## src/rtl/imem_load_ctrl.sv

```systemverilog
// Boot/reload sequencer: streams a byte image into instruction memory, then
// releases the CPU and polices fetch addresses. Optional macro: IMEM_CHECKSUM_EN.
module imem_load_ctrl #(
    parameter int          MEM_BYTES = 4096,
    parameter logic [31:0] BASE_ADDR = 32'hBFC00000,
    parameter int          AW        = 12
) (
    input  logic          clk,
    input  logic          rst_n,
    input  logic          start_i,
    input  logic          abort_i,
    input  logic [AW:0]   len_i,
    input  logic          byte_valid_i,
    input  logic [7:0]    byte_data_i,
    output logic          byte_ready_o,
    output logic          mem_we_o,
    output logic [AW-1:0] mem_waddr_o,
    output logic [7:0]    mem_wdata_o,
    input  logic [31:0]   fetch_addr_i,
    output logic          cpu_stall_o,
    output logic          busy_o,
    output logic          done_o,
    output logic          err_o,
    output logic [1:0]    err_code_o,
    output logic [7:0]    checksum_o
);

    typedef enum logic [1:0] {S_IDLE, S_LOAD, S_FINISH, S_RUN} state_e;

    localparam logic [1:0]  ERR_NONE    = 2'd0;
    localparam logic [1:0]  ERR_BAD_LEN = 2'd1;
    localparam logic [1:0]  ERR_ABORT   = 2'd2;
    localparam logic [1:0]  ERR_FETCH   = 2'd3;
    localparam logic [AW:0] LEN_MAX     = (AW+1)'(MEM_BYTES);
    localparam logic [31:0] MEM_TOP     = 32'(MEM_BYTES);

    // Offsets are relative to the base, so the window must be size-aligned.
    if (BASE_ADDR[AW-1:0] != '0) begin : g_base_chk
        $error("BASE_ADDR must be aligned to MEM_BYTES");
    end

    state_e        state_q, state_d;
    logic [AW:0]   cnt_q, cnt_d;
    logic [AW:0]   len_q, len_d;
    logic          we_q, we_d;
    logic [AW-1:0] waddr_q, waddr_d;
    logic [7:0]    wdata_q, wdata_d;
    logic          err_q, err_d;
    logic [1:0]    code_q, code_d;

    logic len_ok, fetch_bad;

    assign len_ok    = (len_i != '0) && (len_i <= LEN_MAX);
    assign fetch_bad = (fetch_addr_i >= MEM_TOP) || (fetch_addr_i[1:0] != 2'b00);

    always_ff @(posedge clk or negedge rst_n) begin
        if (!rst_n) begin
            state_q <= S_IDLE;
            cnt_q   <= '0;
            len_q   <= '0;
            we_q    <= 1'b0;
            waddr_q <= '0;
            wdata_q <= '0;
            err_q   <= 1'b0;
            code_q  <= ERR_NONE;
        end else begin
            state_q <= state_d;
            cnt_q   <= cnt_d;
            len_q   <= len_d;
            we_q    <= we_d;
            waddr_q <= waddr_d;
            wdata_q <= wdata_d;
            err_q   <= err_d;
            code_q  <= code_d;
        end
    end

    always_comb begin
        state_d = state_q;
        cnt_d   = cnt_q;
        len_d   = len_q;
        we_d    = 1'b0;
        waddr_d = waddr_q;
        wdata_d = wdata_q;
        err_d   = err_q;
        code_d  = code_q;
        unique case (state_q)
            S_IDLE, S_RUN: begin
                if (start_i) begin
                    if (len_ok) begin
                        len_d   = len_i;
                        cnt_d   = '0;
                        err_d   = 1'b0;
                        code_d  = ERR_NONE;
                        state_d = S_LOAD;
                    end else begin
                        err_d   = 1'b1;
                        code_d  = ERR_BAD_LEN;
                        state_d = S_IDLE;
                    end
                end else if (state_q == S_RUN && fetch_bad) begin
                    err_d   = 1'b1;
                    code_d  = ERR_FETCH;
                    state_d = S_IDLE;
                end
            end
            S_LOAD: begin
                // Abort wins over a same-cycle handshake, so that byte is dropped.
                if (abort_i) begin
                    err_d   = 1'b1;
                    code_d  = ERR_ABORT;
                    state_d = S_IDLE;
                end else if (byte_valid_i) begin
                    we_d    = 1'b1;
                    waddr_d = cnt_q[AW-1:0];
                    wdata_d = byte_data_i;
                    cnt_d   = cnt_q + (AW+1)'(1);
                    if (cnt_q == len_q - (AW+1)'(1)) state_d = S_FINISH;
                end
            end
            S_FINISH: begin
                if (abort_i) begin
                    err_d   = 1'b1;
                    code_d  = ERR_ABORT;
                    state_d = S_IDLE;
                end else begin
                    state_d = S_RUN;
                end
            end
            default: state_d = S_IDLE;
        endcase
    end

    assign byte_ready_o = (state_q == S_LOAD);
    assign busy_o       = (state_q == S_LOAD) || (state_q == S_FINISH);
    assign done_o       = (state_q == S_RUN);
    assign cpu_stall_o  = (state_q != S_RUN);
    assign mem_we_o     = we_q;
    assign mem_waddr_o  = waddr_q;
    assign mem_wdata_o  = wdata_q;
    assign err_o        = err_q;
    assign err_code_o   = code_q;

`ifdef IMEM_CHECKSUM_EN
    logic [7:0] sum_q;

    always_ff @(posedge clk or negedge rst_n) begin
        if (!rst_n) begin
            sum_q <= '0;
        end else if (start_i && len_ok && (state_q == S_IDLE || state_q == S_RUN)) begin
            sum_q <= '0;
        end else if (we_d) begin
            sum_q <= sum_q + byte_data_i;
        end
    end

    assign checksum_o = sum_q;
`else
    assign checksum_o = '0;
`endif

endmodule

```

## config.mk

```make
export PLATFORM = sky130hd
export DESIGN_NAME = imem_load_ctrl
export DESIGN_NICKNAME = d
export VERILOG_FILES = /design/src/rtl/imem_load_ctrl.sv
export SDC_FILE = /design/constraint.sdc
export NUM_CORES = 1
export LEC_CHECK = 0
export ABC_AREA = 1
export CORE_ASPECT_RATIO = 0.75
export CORE_MARGIN = 2
export CORE_UTILIZATION = 42
export DETAILED_ROUTE_END_ITERATION = 6
export PLACE_DENSITY = 0.76
export SLEW_MARGIN = 20
export SYNTH_ARGS = -nofsm -noshare
export SYNTH_HDL_FRONTEND = slang
export SYNTH_SLANG_ARGS = --single-unit
```

## constraint.sdc

```tcl
create_clock -name clk -period 1.8 [get_ports clk]
set_clock_uncertainty 0.15 [all_clocks]
set_input_delay 0.27 -clock clk [delete_from_list [all_inputs] [get_ports clk]]
set_output_delay 0.27 -clock clk [all_outputs]
set_load 0.01 [all_outputs]
```

Word-level counts from Yosys, hierarchy flattened:

Index checks and enable logic that the tools add are counted.
W data, S select, Z words.

* add/subtract/negate cells: 2
* magnitude comparators: 2
* eq/ne operators: 13
* muxes and demuxes: 26
* bitwise logic cells: 1
* reductions and logical operators: 15

Operators with widths (count)
* $mux W13: 4
* $ge A32 B13 Y1 const B: 1
* $pmux W13 S2: 1
* $mux W2: 9
* $add A13 B1 Y13 const B: 1
* $eq A13 B13 Y1: 1
* $le A13 B13 Y1 const B: 1
* $reduce_bool A13 Y1: 1
* $sub A13 B1 Y13 const B: 1
* $ne A2 B2 Y1 const B: 5
* $mux W1: 9
* $reduce_and A3 Y1: 3
* $ne A3 B3 Y1 const B: 2
* $pmux W2 S3: 1
* $reduce_and A5 Y1: 1
* $eq A2 B2 Y1 const B: 2
* $pmux W2 S2: 1
* $reduce_bool A2 Y1: 2
* $reduce_or A2 Y1: 2
* $ne A3 B2 Y1 const B: 1
* $eq A2 B1 Y1 const B: 1
* $logic_and A1 B1 Y1: 2
* $logic_not A2 Y1: 1
* $logic_or A1 B1 Y1: 2
* other kinds (4): 4

* flip-flop bits (word level): 52
* output and inout port bits: 36

Depth between registers and ports, before layout:

Gate-level depths: netlist of run 1.

* word-level depth: 6
* gate-level depth with buffers: 16
* depth with buffers taken out: 16

Worst setup path before layout of run 1:

Ideal clock, no wire load.

* kind: reg-to-reg
* start point: reg state_q[0]
* end point: reg cnt_q[1]
* setup time: 74 ps
* arrival time: 1711 ps
* required time: 1576 ps
* path slack: -135 ps
* stages on the path, launching flop included: 11
* buffers on the path: 1
* cells stage by stage: dfrtp_1 > inv_1 > ha_1 > inv_1 > nor2_1 > a211oi_2 > nand2_4 > inv_6 > buf_12 > nand3_2 > o21ai_2

* cells in the longest elaborated chain, start to end: 4
* elaborated cells between the ends (all ways): 11
* those cells by class: eq/ne: 6; mux: 1; reduce/logical: 4

RTL lines
* from (decl): line 42 `state_e state_q, state_d;`
* from (signal assigned): line 67 `state_q <= state_d;`
* $eq A2 B2 Y1 / $logic_not A2 Y1 (equally long branches): line 87 `unique case (state_q)`
* $reduce_or A2 Y1: line 87
* $ne A2 B2 Y1 (no source line) / $reduce_bool A2 Y1 (equally long branches)
* $reduce_and A5 Y1 (no source line)
* to (signal assigned): line 68 `cnt_q <= cnt_d;`
* to (decl): line 43 `logic [AW:0] cnt_q, cnt_d;`

Several ways; a longest one is shown, not always the timed one.
A chain may end at the register's enable or synchronous reset.

Final worst setup path of run 1:

* start point: reg state_q[1]
* end point: reg cnt_q[9]

Same word-level chain as after synthesis.

==> results of run 1 <==
-- synth_stat cells (5+ instances only) --
library cell / instances / area, sq um
nand2_1: 123 / 462
dfrtp_1: 52 / 1300
inv_1: 39 / 146
nor2_1: 31 / 116
nand3_1: 24 / 120
o21ai_0: 18 / 90.1
xor2_1: 14 / 123
o21ai_1: 12 / 60.1
buf_4: 9 / 67.6
a21oi_1: 8 / 40.0
o21ai_2: 8 / 70.1
nor3_1: 6 / 30.0
ha_1: 5 / 62.6
nor2_2: 5 / 31.3
nor4_1: 5 / 31.3
-- placed cells by master, fill, tap and decap left out, drive strengths merged --
cell             n
nand2          129
dfrtp           52
o21ai           38
clkinv           3
clkdlybuf4s50   69
a211oi           1
xor2            14
nand4            4
nand3           25
conb             8
a21oi            8
dlymetal6s2s     1
buf             46
dlygate4sd3      1
clkbuf           8
nor2            37
nor3             7
xnor2            4
ha               5
clkinvlp         1
nor4             6
inv             45
o31ai            4
-- worst max-delay path, stage by stage, from the launching register on --
cell and delay [ns]:
dfrtp_1 0.42, buf_6 0.13, ha_4 0.28, inv_6 0.05
a211oi_4 0.27, buf_4 0.15, buf_6 0.10, nand2_8 0.06
nand2_2 0.09, o31ai_4 0.07
-- cells by family (layout without fill, tap and decap cells) --
kind of cell    Yosys count  after routing  share of synthesized area
flops                    52             52                      0.433
buf+inv                  59            174                     0.0929
other cells               1              8                    0.00125
fa+ha+maj                 5              5                     0.0208
compound gates           51             51                      0.101
simple gates            207            208                      0.298
xor+xnor                 18             18                     0.0525
-- metrics by stage --
stage                     utilization  hold slack (ns)  total power, mW
after floorplan                     -           -0.176             3.08
after global placement          0.592            0.134             4.01
after detailed placement        0.592            0.139             4.06
after CTS                       0.628            0.326             5.03
after global routing            0.675            0.114             5.85
final                           0.675            0.116             5.44
-- timing repair --
item,CTS,global route
setup buffers,3,7
resized for setup,39,56
endpoints found under the hold margin,52,0
endpoints found under the setup margin,16,52
hold buffers,1,0
cloned,3,3
pin swaps,9,16
-- worst paths after layout --
path                                 from              to  slack (ns)  cells past startpoint
min reg2reg                mem_waddr_o[5]  mem_waddr_o[5]        0.34                      2
min in group asynchronous           rst_n        len_q[1]        0.33                      3
max reg2reg                    state_q[1]        cnt_q[9]       -0.09                      9
max                            state_q[1]        cnt_q[9]       -0.09                      9
min                             len_i[10]       len_q[10]        0.12                      3
max in group asynchronous           rst_n  mem_waddr_o[6]        0.92                      3
-- per-layer routing --
| metal | GRT usage | up-vias |
|---|---|---|
| li1 | - | 1487 |
| met1 | 0.277 | 1413 |
| met2 | 0.327 | 108 |
| met3 | 0.0483 | 10 |
| met4 | 0.0351 | 0 |
| met5 | 0 | - |
-- state kept, by name, summed over array words and instances (netlist names) --
register / count
mem_we_o: 1
cnt_q: 13
err_code_o: 2
err_o: 1
mem_wdata_o: 8
state_q: 2
len_q: 13
mem_waddr_o: 12
-- power groups by stage --
stage / Clock, mW / Combinational, mW / Sequential, mW
after floorplan: 0 / 1.24 / 1.84
after global placement: 0 / 2.22 / 1.79
final: 0.710 / 2.94 / 1.79
after global routing: 0.784 / 3.22 / 1.84
after CTS: 0.725 / 2.53 / 1.78
after detailed placement: 0 / 2.27 / 1.79
-- area by class of cell --
class                   count  area [sq um]
clock inverters             3          27.5
fillers                   558          2230
multi-input cells         290          1730
flip-flops and latches     52          1300
repair inverters            2          27.5
repair buffers            120          1160
clock buffers               5          68.8
well taps                  98           123
inverters                  44           191
==> impl_metrics.py, run 1 <==
metrics = {
    "clocking": {
        "cts.path.max_buffers": 2,
        "cts_tree": "done",
        "cts_made_buffers": 5,
        "cts_sinks": 52,
        "clock_latency_ns": 0.31,
        "root_buffer": "clkbuf_8",
        "ctsHtreeMaxLevel": 2,
        "clkSlewWorstSetupHoldPaths_ns": 0.10,
    },
    "hold_path": {
        "worstHoldPathType": "in2reg",
    },
    "pwr": {
        "leakagePower_nw": 2.10,
        "p_clk_frac": 0.131,
        "power_frac_seq": 0.329,
        "switchingPower_mw": 2.24,
        "internal_power_mw": 3.20,
        "switching_share": 0.412,
        "p_comb_frac": 0.541,
        "p_per_area_nw_per_um2": 1180,
        "ir_drop_mv": 0.533,
    },
    "setup_path": {
        "cp-end-kind": "flip-flop",
        "worstSetupPathType": "reg2reg",
        "start_kind": "flip-flop",
        "required_ns": 1.85,
        "cp.arrival_ns": 1.94,
        "path_max_fanout": 5,
    },
    "sta": {
        "fin_crit_sh": 1.05,
        "finalSetupViolCount": 15,
        "layout_setup_ws_ns": -0.0941,
        "hold_violations": 0,
        "rsz0062_at_grt": "true",
        "tns_ns": -1.04,
        "drv_slew": 0,
        "period_minus_slack_ns": 1.89,
        "max_freq_mhz": 528,
    },
    "yosys": {
        "ys_seq_elements": 52,
        "async_reset_ff_frac": 1.00,
        "synth-edff-count": 0,
        "netlist_area_sq_um": 3000,
        "syn_avg_cell_area_sq_um": 7.64,
        "synthDistinctLibCells": 32,
        "synth-main-ff-cell": "dfrtp_1",
        "syn_inst": 393,
        "seq_area_frac_synth": 0.433,
        "yosys_warnings": 0,
    },
    "cells_and_area": {
        "fin_nets": 578,
        "fin_area_sq_um": 4630,
        "fin_cells": 614,
        "diodes": 0,
        "drive_above_1_share": 0.250,
        "areaGrowthSynthToFinish_pct": 54.2,
    },
    "route": {
        "dr.pass1.iters": 4,
        "post-route-drc-count": 0,
        "antenna_left": 0,
        "top_layer": "met4",
        "wl_met3_um": 550,
        "routed-wl-met2_um": 3930,
        "via_count": 3018,
        "routedWlPerCell_um": 13.3,
        "drtIter0Drc": 149,
        "wl_met1_um": 3620,
        "finalWirelength_um": 8190,
        "viasPerCell": 4.92,
    },
    "global_routing": {
        "globalRouteOverflowTotal": 0,
        "grt_pass1_vias": 2887,
        "grt_pass1_wl_um": 12800,
        "grt_max_degree": 53,
        "antenna_found_initial": 0,
        "grt_usage": 0.202,
    },
    "place": {
        "place_inst": 589,
        "post-place-ws_ns": -0.332,
        "dpl.hpwl_um": 5570,
        "gp_congestion": 0.907,
        "placed_cell_area_sq_um": 4070,
        "place.port_buffers": 75,
    },
    "job": {
        "max_cap_violations": 0,
    },
    "floorplan": {
        "die_width_um": 102,
        "fp-row-count": 26,
        "fp.dieArea_sq_um": 7850,
        "die_h_um": 77.2,
        "io_pins": 94,
        "start_util": 0.437,
        "coreArea_sq_um": 6860,
    },
    "run_status": {
        "outcome": "finished, violations left",
        "violations": "setup timing",
    },
}
Power figures use the tool's default switching activity.
==> inputs of run 2 (changes only) <==
Settings changed: CORE_UTILIZATION 42 to 44, CTS_BUF_LIST from default to sky130_fd_sc_hd__clkbuf_8, PLACE_DENSITY 0.76 to 0.79, SETUP_SLACK_MARGIN from default to 0.1.
==> run 2 against run 1 <==
  * The flow still finishes with violations (setup timing)
  * Critical path depth increased by 4
  * Non-clock buffer count increased by 5
  * Final area increased by 6.9%
  * Sequential power increased by 3%
  * Utilization increased by 6.4 points
  * First-iteration DRC count increased by 36%
  * Total power increased by 5.5%
  * Critical path type unchanged
  * Largest cell class unchanged
  * Highest routed layer unchanged
==> impl_metrics.py, run 2 (synthesis results as in run 1) <==
metrics = {
    "run_status": {
        "outcome": "finished, violations left",
        "violations": "setup timing",
    },
    "cells_and_area": {
        "final_cell_mix": "nand2_1 (78), dfrtp_1 (52), clkdlybuf4s50_1 (48), buf_4 (35), inv_1 (31)",
        "layout_commonest_cell": "nand2_1",
        "fin_nets": 583,
        "drive_above_1_share": 0.344,
        "num-fill-cells": 481,
        "areaGrowthSynthToFinish_pct": 64.9,
        "diodes": 0,
    },
    "clocking": {
        "cts_sinks": 52,
        "cts_tree": "done",
        "cts_made_buffers": 5,
        "cts.path.max_buffers": 2,
        "clock_latency_ns": 0.32,
        "root_buffer": "clkbuf_8",
        "clkSlewWorstSetupHoldPaths_ns": 0.10,
        "ctsHtreeMaxLevel": 2,
    },
    "setup_path": {
        "required_ns": 1.87,
        "reg2reg_from": "len_q[0]",
        "path_max_fanout": 6,
        "worstSetupPathType": "reg2reg",
        "cp.arrival_ns": 1.95,
        "start_kind": "flip-flop",
        "cp-end-kind": "flip-flop",
        "r2r_cells": 13,
        "r2r-end": "state_q[1]",
        "reg2reg_slack_ns": -0.08,
    },
    "hold_path": {
        "hold_end": "len_q[2]",
        "min_from": "len_i[2]",
        "whs_path_depth": 3,
        "worstHoldPathType": "in2reg",
    },
    "floorplan": {
        "io_pins": 94,
        "fp.dieArea_sq_um": 7510,
        "fp-row-count": 26,
        "die_h_um": 75.5,
        "coreArea_sq_um": 6700,
        "start_util": 0.448,
        "die_width_um": 99.4,
    },
    "sta": {
        "period_minus_slack_ns": 1.88,
        "rsz0062_at_grt": "true",
        "finalSetupViolCount": 12,
        "layout_setup_ws_ns": -0.0837,
        "max_freq_mhz": 531,
        "holdWs_ns": 0.0959,
        "fin_crit_sh": 1.05,
        "hold_violations": 0,
        "tns_ns": -0.512,
        "drv_slew": 0,
    },
    "global_routing": {
        "globalRouteOverflowTotal": 0,
        "antenna_found_initial": 0,
        "grt_pass1_vias": 2854,
        "grt_pass1_wl_um": 12800,
        "grt_usage": 0.215,
        "grt_max_degree": 53,
    },
    "job": {
        "max_cap_violations": 0,
    },
    "pwr": {
        "finalPower_mw": 5.74,
        "leakagePower_nw": 2.51,
        "ir_drop_mv": 0.805,
        "p_per_area_nw_per_um2": 1160,
    },
    "route": {
        "via_count": 3171,
        "post-route-drc-count": 0,
        "dr.pass1.iters": 4,
        "viasPerCell": 5.24,
        "antenna_left": 0,
        "drtIter0Drc": 203,
        "routedWlPerCell_um": 15.7,
        "finalWirelength_um": 9520,
    },
    "place": {
        "gp_congestion": 0.821,
        "dpl.hpwl_um": 5810,
        "place.port_buffers": 75,
        "post-place-ws_ns": -0.342,
    },
}
-- run 2: metal layers --
layer  track usage  part of all wire  vias to the layer above
li1              -                 -                     1496
met1         0.279              0.42                     1537
met2         0.376              0.49                      118
met3        0.0505             0.071                       20
met4        0.0457             0.021                        0
met5             0                 0                        -
-- run 2: critical path, stage by stage, from the launching register on --
cell	delay (ns)
dfrtp_1	0.41
inv_2	0.09
ha_4	0.17
nand2_4	0.09
o21ai_0	0.24
nand3_1	0.10
nand2_1	0.07
nand2_1	0.05
nor2_1	0.08
nand2_1	0.08
nand2_2	0.09
nand2_2	0.05
nand2_1	0.06
nand2_1	0.05
-- run 2: area by class of cell --
type                            instances  area, sq um  area share
Clock buffer                            5         68.8      0.0139
Timing Repair Buffer                  125         1330       0.269
Multi-Input combinational cell        290         1900       0.384
Tap cell                               84          105      0.0212
Inverter                               44          193      0.0389
Sequential cell                        52         1300       0.263
Clock inverter                          3         25.0     0.00505
Timing Repair inverter                  2         27.5     0.00556
-- run 2: report_power, final --
| group | switching [mW] | internal [mW] | total, mW |
|---|---|---|---|
| registers | 0.331 | 1.51 | 1.84 |
| logic | 1.65 | 1.53 | 3.18 |
| clock network | 0.435 | 0.285 | 0.719 |
-- run 2: worst max-delay path by stage --
stage            endpoint  cells after the start       start  slack, ns
6_report       state_q[1]                     13    len_q[0]      -0.08
5_1_grt        state_q[0]                     12    len_q[2]      -0.25
4_1_cts        state_q[0]                     15    len_q[0]      -0.07
3_5_place_dp     cnt_q[8]                     12    len_i[3]      -0.34
3_3_place_gp     cnt_q[2]                     12    len_i[3]      -0.24
2_1_floorplan    cnt_q[1]                     10  state_q[0]      -0.03
-- run 2: timing repair --
action / CTS / global route
hold buffers: 1 / 0
setup endpoints to repair: 34 / 59
endpoints found under the hold margin: 52 / 0
gates cloned: 3 / 6
gates resized for setup: 33 / 152
pin swaps: 12 / 31
buffers inserted: 6 / 6
-- run 2: metrics by stage --
step | instances | cell area, sq um | util
3_3_place_gp | 575 | 4060 | 0.606
5_1_grt | 605 | 4950 | 0.739
2_1_floorplan | 400 | 3060 | -
4_1_cts | 593 | 4300 | 0.641
6_report | 605 | 4950 | 0.739
3_5_place_dp | 575 | 4060 | 0.606
==> inputs of run 3 (changes only) <==
Settings changed: CORE_ASPECT_RATIO 0.75 to 1.4.
==> run 3 against run 2 <==
  * Critical endpoint is now state_q[0]
  * Critical path type unchanged
  * Sequential cell count did not move
  * The run still ends with setup timing left
  * Clock power increased by 31%
  * Clock-buffer cell count did not move
  * Setup slack got worse by 0.13 ns
  * Die area about the same
  * Register-to-register slack worse by 0.13 ns
  * Non-clock buffer count increased by 4
  * Largest cell class unchanged
  * Largest power group unchanged
  * Final cell count rose by 1.8%
  * Combinational power is 5% higher
  * Global-route usage rose by 1.5 points
  * Sequential share of layout area shrank 0.63 points
==> impl_metrics.py, run 3 (synthesis results as in run 1) <==
metrics = {
    "sta": {
        "period_minus_slack_ns": 2.01,
        "hold_violations": 0,
        "finalSetupViolCount": 21,
        "rsz0062_at_grt": "true",
        "drv_slew": 0,
        "max_freq_mhz": 498,
        "fin_crit_sh": 1.12,
        "layout_setup_ws_ns": -0.210,
    },
    "route": {
        "finalWirelength_um": 9690,
        "dr.pass1.iters": 4,
        "routedWlPerCell_um": 15.7,
        "drtIter0Drc": 242,
        "post-route-drc-count": 0,
        "via_count": 3128,
        "viasPerCell": 5.08,
        "antenna_left": 0,
    },
    "global_routing": {
        "antenna_found_initial": 0,
        "grt_pass1_vias": 2932,
        "grt_max_degree": 53,
        "grt_usage": 0.230,
        "grt_pass1_wl_um": 13500,
        "globalRouteOverflowTotal": 0,
    },
    "place": {
        "gp_congestion": 0.815,
        "place.port_buffers": 75,
        "post-place-ws_ns": -0.287,
        "dpl.hpwl_um": 5650,
    },
    "run_status": {
        "violations": "setup timing",
        "outcome": "finished, violations left",
    },
    "setup_path": {
        "cp.arrival_ns": 2.06,
        "cp-end-kind": "flip-flop",
        "worstSetupPathType": "reg2reg",
        "required_ns": 1.85,
        "max_stage_delay_ns": 0.41,
        "crit_slowest_cell": "dfrtp_1",
        "start_kind": "flip-flop",
        "path_max_fanout": 6,
        "path_cells": "inv_2 -> ha_4 -> nand2_4 -> o21ai_0 -> nand3_1 -> nand2_1 -> nand2_1 -> nor2_1 -> nand2_1 -> nand2_2 -> nand2_2 -> nand2_1 -> nand2_1",
        "crit_top_cell": "nand2_1",
    },
    "floorplan": {
        "coreArea_sq_um": 6610,
        "fp.dieArea_sq_um": 7510,
        "start_util": 0.454,
        "die_h_um": 102,
        "io_pins": 94,
        "fp-row-count": 35,
        "die_width_um": 73.8,
    },
    "clocking": {
        "root_buffer": "clkbuf_8",
        "cts_tree": "done",
        "ctsHtreeMaxLevel": 2,
        "cts.path.max_buffers": 2,
        "cts_made_buffers": 5,
        "cts_sinks": 52,
        "clkSlewWorstSetupHoldPaths_ns": 0.09,
        "clock_latency_ns": 0.31,
    },
    "cells_and_area": {
        "final_cell_mix": "nand2_1 (79), clkdlybuf4s50_1 (64), dfrtp_1 (51), buf_4 (33), inv_1 (32)",
        "drive_above_1_share": 0.365,
        "layout_commonest_cell": "nand2_1",
        "fin_nets": 587,
        "num-fill-cells": 421,
        "areaGrowthSynthToFinish_pct": 69.1,
        "diodes": 0,
    },
    "pwr": {
        "p_per_area_nw_per_um2": 1210,
        "leakagePower_nw": 2.36,
        "ir_drop_mv": 0.654,
        "finalPower_mw": 6.13,
    },
    "hold_path": {
        "worstHoldPathType": "in2reg",
    },
    "job": {
        "max_cap_violations": 0,
    },
}
## run 3: worst max-delay path, delay by kind of cell, from the launching register on
kind	cells	cell delay, ns
fa+ha+maj	1	0.17
buf+inv	1	0.10
compound gates	1	0.24
simple gates	10	0.81
flops	1	0.41
## run 3: per-stage QoR
step / hold WS (ns) / instance area [sq um] / utilization / TNS [ns] / instances
5_1_grt: 0.123 / 5080 / 0.768 / -3.66 / 616
3_3_place_gp: 0.131 / 4070 / 0.615 / -4.37 / 582
4_1_cts: 0.343 / 4500 / 0.681 / -0.792 / 605
3_5_place_dp: 0.137 / 4070 / 0.615 / -5.72 / 582
2_1_floorplan: -0.176 / 3060 / - / -0.128 / 400
6_report: 0.111 / 5080 / 0.768 / -2.12 / 616
## run 3: where the power goes
group | internal, mW | total, mW | switching, mW
Combinational | 1.62 | 3.35 | 1.73
Sequential | 1.51 | 1.83 | 0.325
Clock | 0.547 | 0.944 | 0.397
Total | 3.67 | 6.13 | 2.45
## run 3: cell type report
type                       count  area [sq um]  share of cell area
timing repair inverter         2          32.5             0.00641
multi-input combinational    290          1970               0.388
clock inverter                 2          60.1              0.0118
clock buffer                   5          68.8              0.0136
timing repair buffer         129          1330               0.262
tap                           92           115              0.0227
sequential                    52          1300               0.257
inverter                      44           196              0.0387
## run 3: what timing repair did
item,in CTS,in global routing
setup endpoints to repair,43,47
endpoints found under the hold margin,52,0
gates resized for setup,53,142
pin swaps,12,34
buffers inserted,11,11
cloned,4,4
hold buffers,1,0
## run 3: final timing paths
kind                                 from             end  slack [ns]  cells past startpoint
max                              len_q[0]      state_q[0]       -0.21                     13
min                             len_i[11]       len_q[11]        0.11                      3
max reg2reg                      len_q[0]      state_q[0]       -0.21                     13
min reg2reg                mem_wdata_o[1]  mem_wdata_o[1]        0.34                      2
max in group asynchronous           rst_n  mem_wdata_o[4]        0.93                      3
min in group asynchronous           rst_n        len_q[2]        0.32                      3
## run 3: metal layers
metal / routed length, um / track usage / part of all wire
met5: 0 / 0 / 0
met2: 5530 / 0.420 / 0.57
met4: 333 / 0.0937 / 0.034
met1: 3490 / 0.266 / 0.36
met3: 342 / 0.0269 / 0.035
==> variant (settings of run 2) <==
Build with the macro `IMEM_CHECKSUM_EN` defined.
--- a/src/rtl/imem_load_ctrl.sv
+++ b/src/rtl/imem_load_ctrl.sv
@@ -1,5 +1,7 @@
 // Boot/reload sequencer: streams a byte image into instruction memory, then
 // releases the CPU and polices fetch addresses. Optional macro: IMEM_CHECKSUM_EN.
+`define IMEM_CHECKSUM_EN
+
 module imem_load_ctrl #(
     parameter int          MEM_BYTES = 4096,
     parameter logic [31:0] BASE_ADDR = 32'hBFC00000,
Behaviour: not the same (Yosys sat finds a counterexample within 4 cycles, from zero or initial values and one cycle with rst_n low).
==> variant against run 2 <==
Largest cell class unchanged; total power is 31% higher; the run still ends with negative setup slack left; worst setup slack worse by 100 ps; synthesized area rose by 20%; sequential power up 16%; sequential cell count increased by 8; sequential share of layout area shrank 1.2 points; final area grew 21%; wire length is 32% higher.
==> variant: results (changes against run 2) <==
metric	value	unit	change
outcome	finished, violations left		
failing checks	negative setup slack		
first-pass GRT wire length	17400	microns	+35%
pre-CTS WS	-424	ps	-82.0 ps
synth cell count leaders	nand2_1 (141), dfrtp_1 (60), inv_1 (43)		
drt pass-1 iters	7		+3
drt via density	5.32		+1.6%
H-tree depth	3		+1
Synth cell types	40		+25%
largest net degree at the start of global routing	61		+15%
final worst slack	-185	ps	-102 ps
setup_tns	-939	ps	-427 ps
Worst VDD drop	0.962	mV	+19%
Worst EP arrival	2070	ps	+120 ps
Leakage Power	0.00302	uW	+20%
Wirelength per Cell	17.0	microns	+8.1%
DRT iter0 DRCs	244		+20%
vias in the first global route	3712		+30%
Setup crit start	len_q[1]		
crit path to	state_q[0]		
routability congestion estimate	0.891		+8.5%
post-DP HPWL	7620	microns	+31%
R2R depth	14		+1
DP Cell Count	707		+23%
final setup fails	15		+3
final net count	702		+20%
syn_area_per_cell	7.82	sq um	+2.3%
==> variant: worst min path at each step <==
stage	startpoint	end	slack [ps]	cells after the start
final	byte_data_i[0]	mem_wdata_o[0]	180	3
after global routing	byte_data_i[0]	mem_wdata_o[0]	180	3
after CTS	byte_data_i[0]	mem_wdata_o[0]	170	3
after detailed placement	rst_n	mem_waddr_o[8]	150	2
after global placement	rst_n	mem_waddr_o[2]	150	2
after floorplan	rst_n	checksum_o[0]	-180	0
==> variant: layer usage <==
layer / GRT usage (%) / wire length (microns)
met1: 32.8 / 5060
met2: 41.7 / 6200
met3: 7.30 / 891
met4: 7.82 / 458
met5: 0 / 0
==> variant: cells by family after synthesis <==
group,after synthesis,share of synthesized area (%)
AOI/OAI and AO/OA,64,10.6
buffers and inverters,61,7.08
and+or+nand+nor,239,30.0
adders and majority gates,13,4.74
muxes,2,0.628
xor gates and xnor gates,20,5.09
DFF,60,41.8
==> variant: stage by stage <==
stage                     instance area (sq um)  hold slack (ps)
final                                      6000              182
after global routing                       6000              184
after CTS                                  5490              169
after detailed placement                   5060              152
after global placement                     5060              152
after floorplan                            3640             -176
==> variant: timing repair <==
action	in CTS	in global routing
setup buffers	5	7
hold buffers	1	0
gates resized for setup	71	114
setup endpoints to repair	49	79
endpoints found under the hold margin	60	0
pin swaps	21	18
cloned	2	4
==> variant: worst max-delay path: stages, from the launching register on <==
cell and delay [ps]:
dfrtp_1 380, inv_1 100, ha_4 180, nand2_4 60, buf_4 120, nand3_1 60, nand2_1 50, nor2_1 90
nand2_1 70, nor2_2 110, nand3_2 70, o21ai_2 210, nand2_2 80, nand2_1 70, nand2_1 50
==> variant: area by class of cell <==
class	count	area share, %
Timing Repair inverter	2	0.542
Timing Repair Buffer	166	26.6
Sequential cell	60	25.1
Inverter	53	3.78
Multi-Input combinational cell	339	38.2
Clock inverter	7	1.65
Tap cell	105	2.19
Clock buffer	9	2.07
==> variant: where the power goes <==
group | internal (uW) | switching (uW)
Clock | 786 | 622
Sequential | 1740 | 384
Combinational | 1900 | 2080
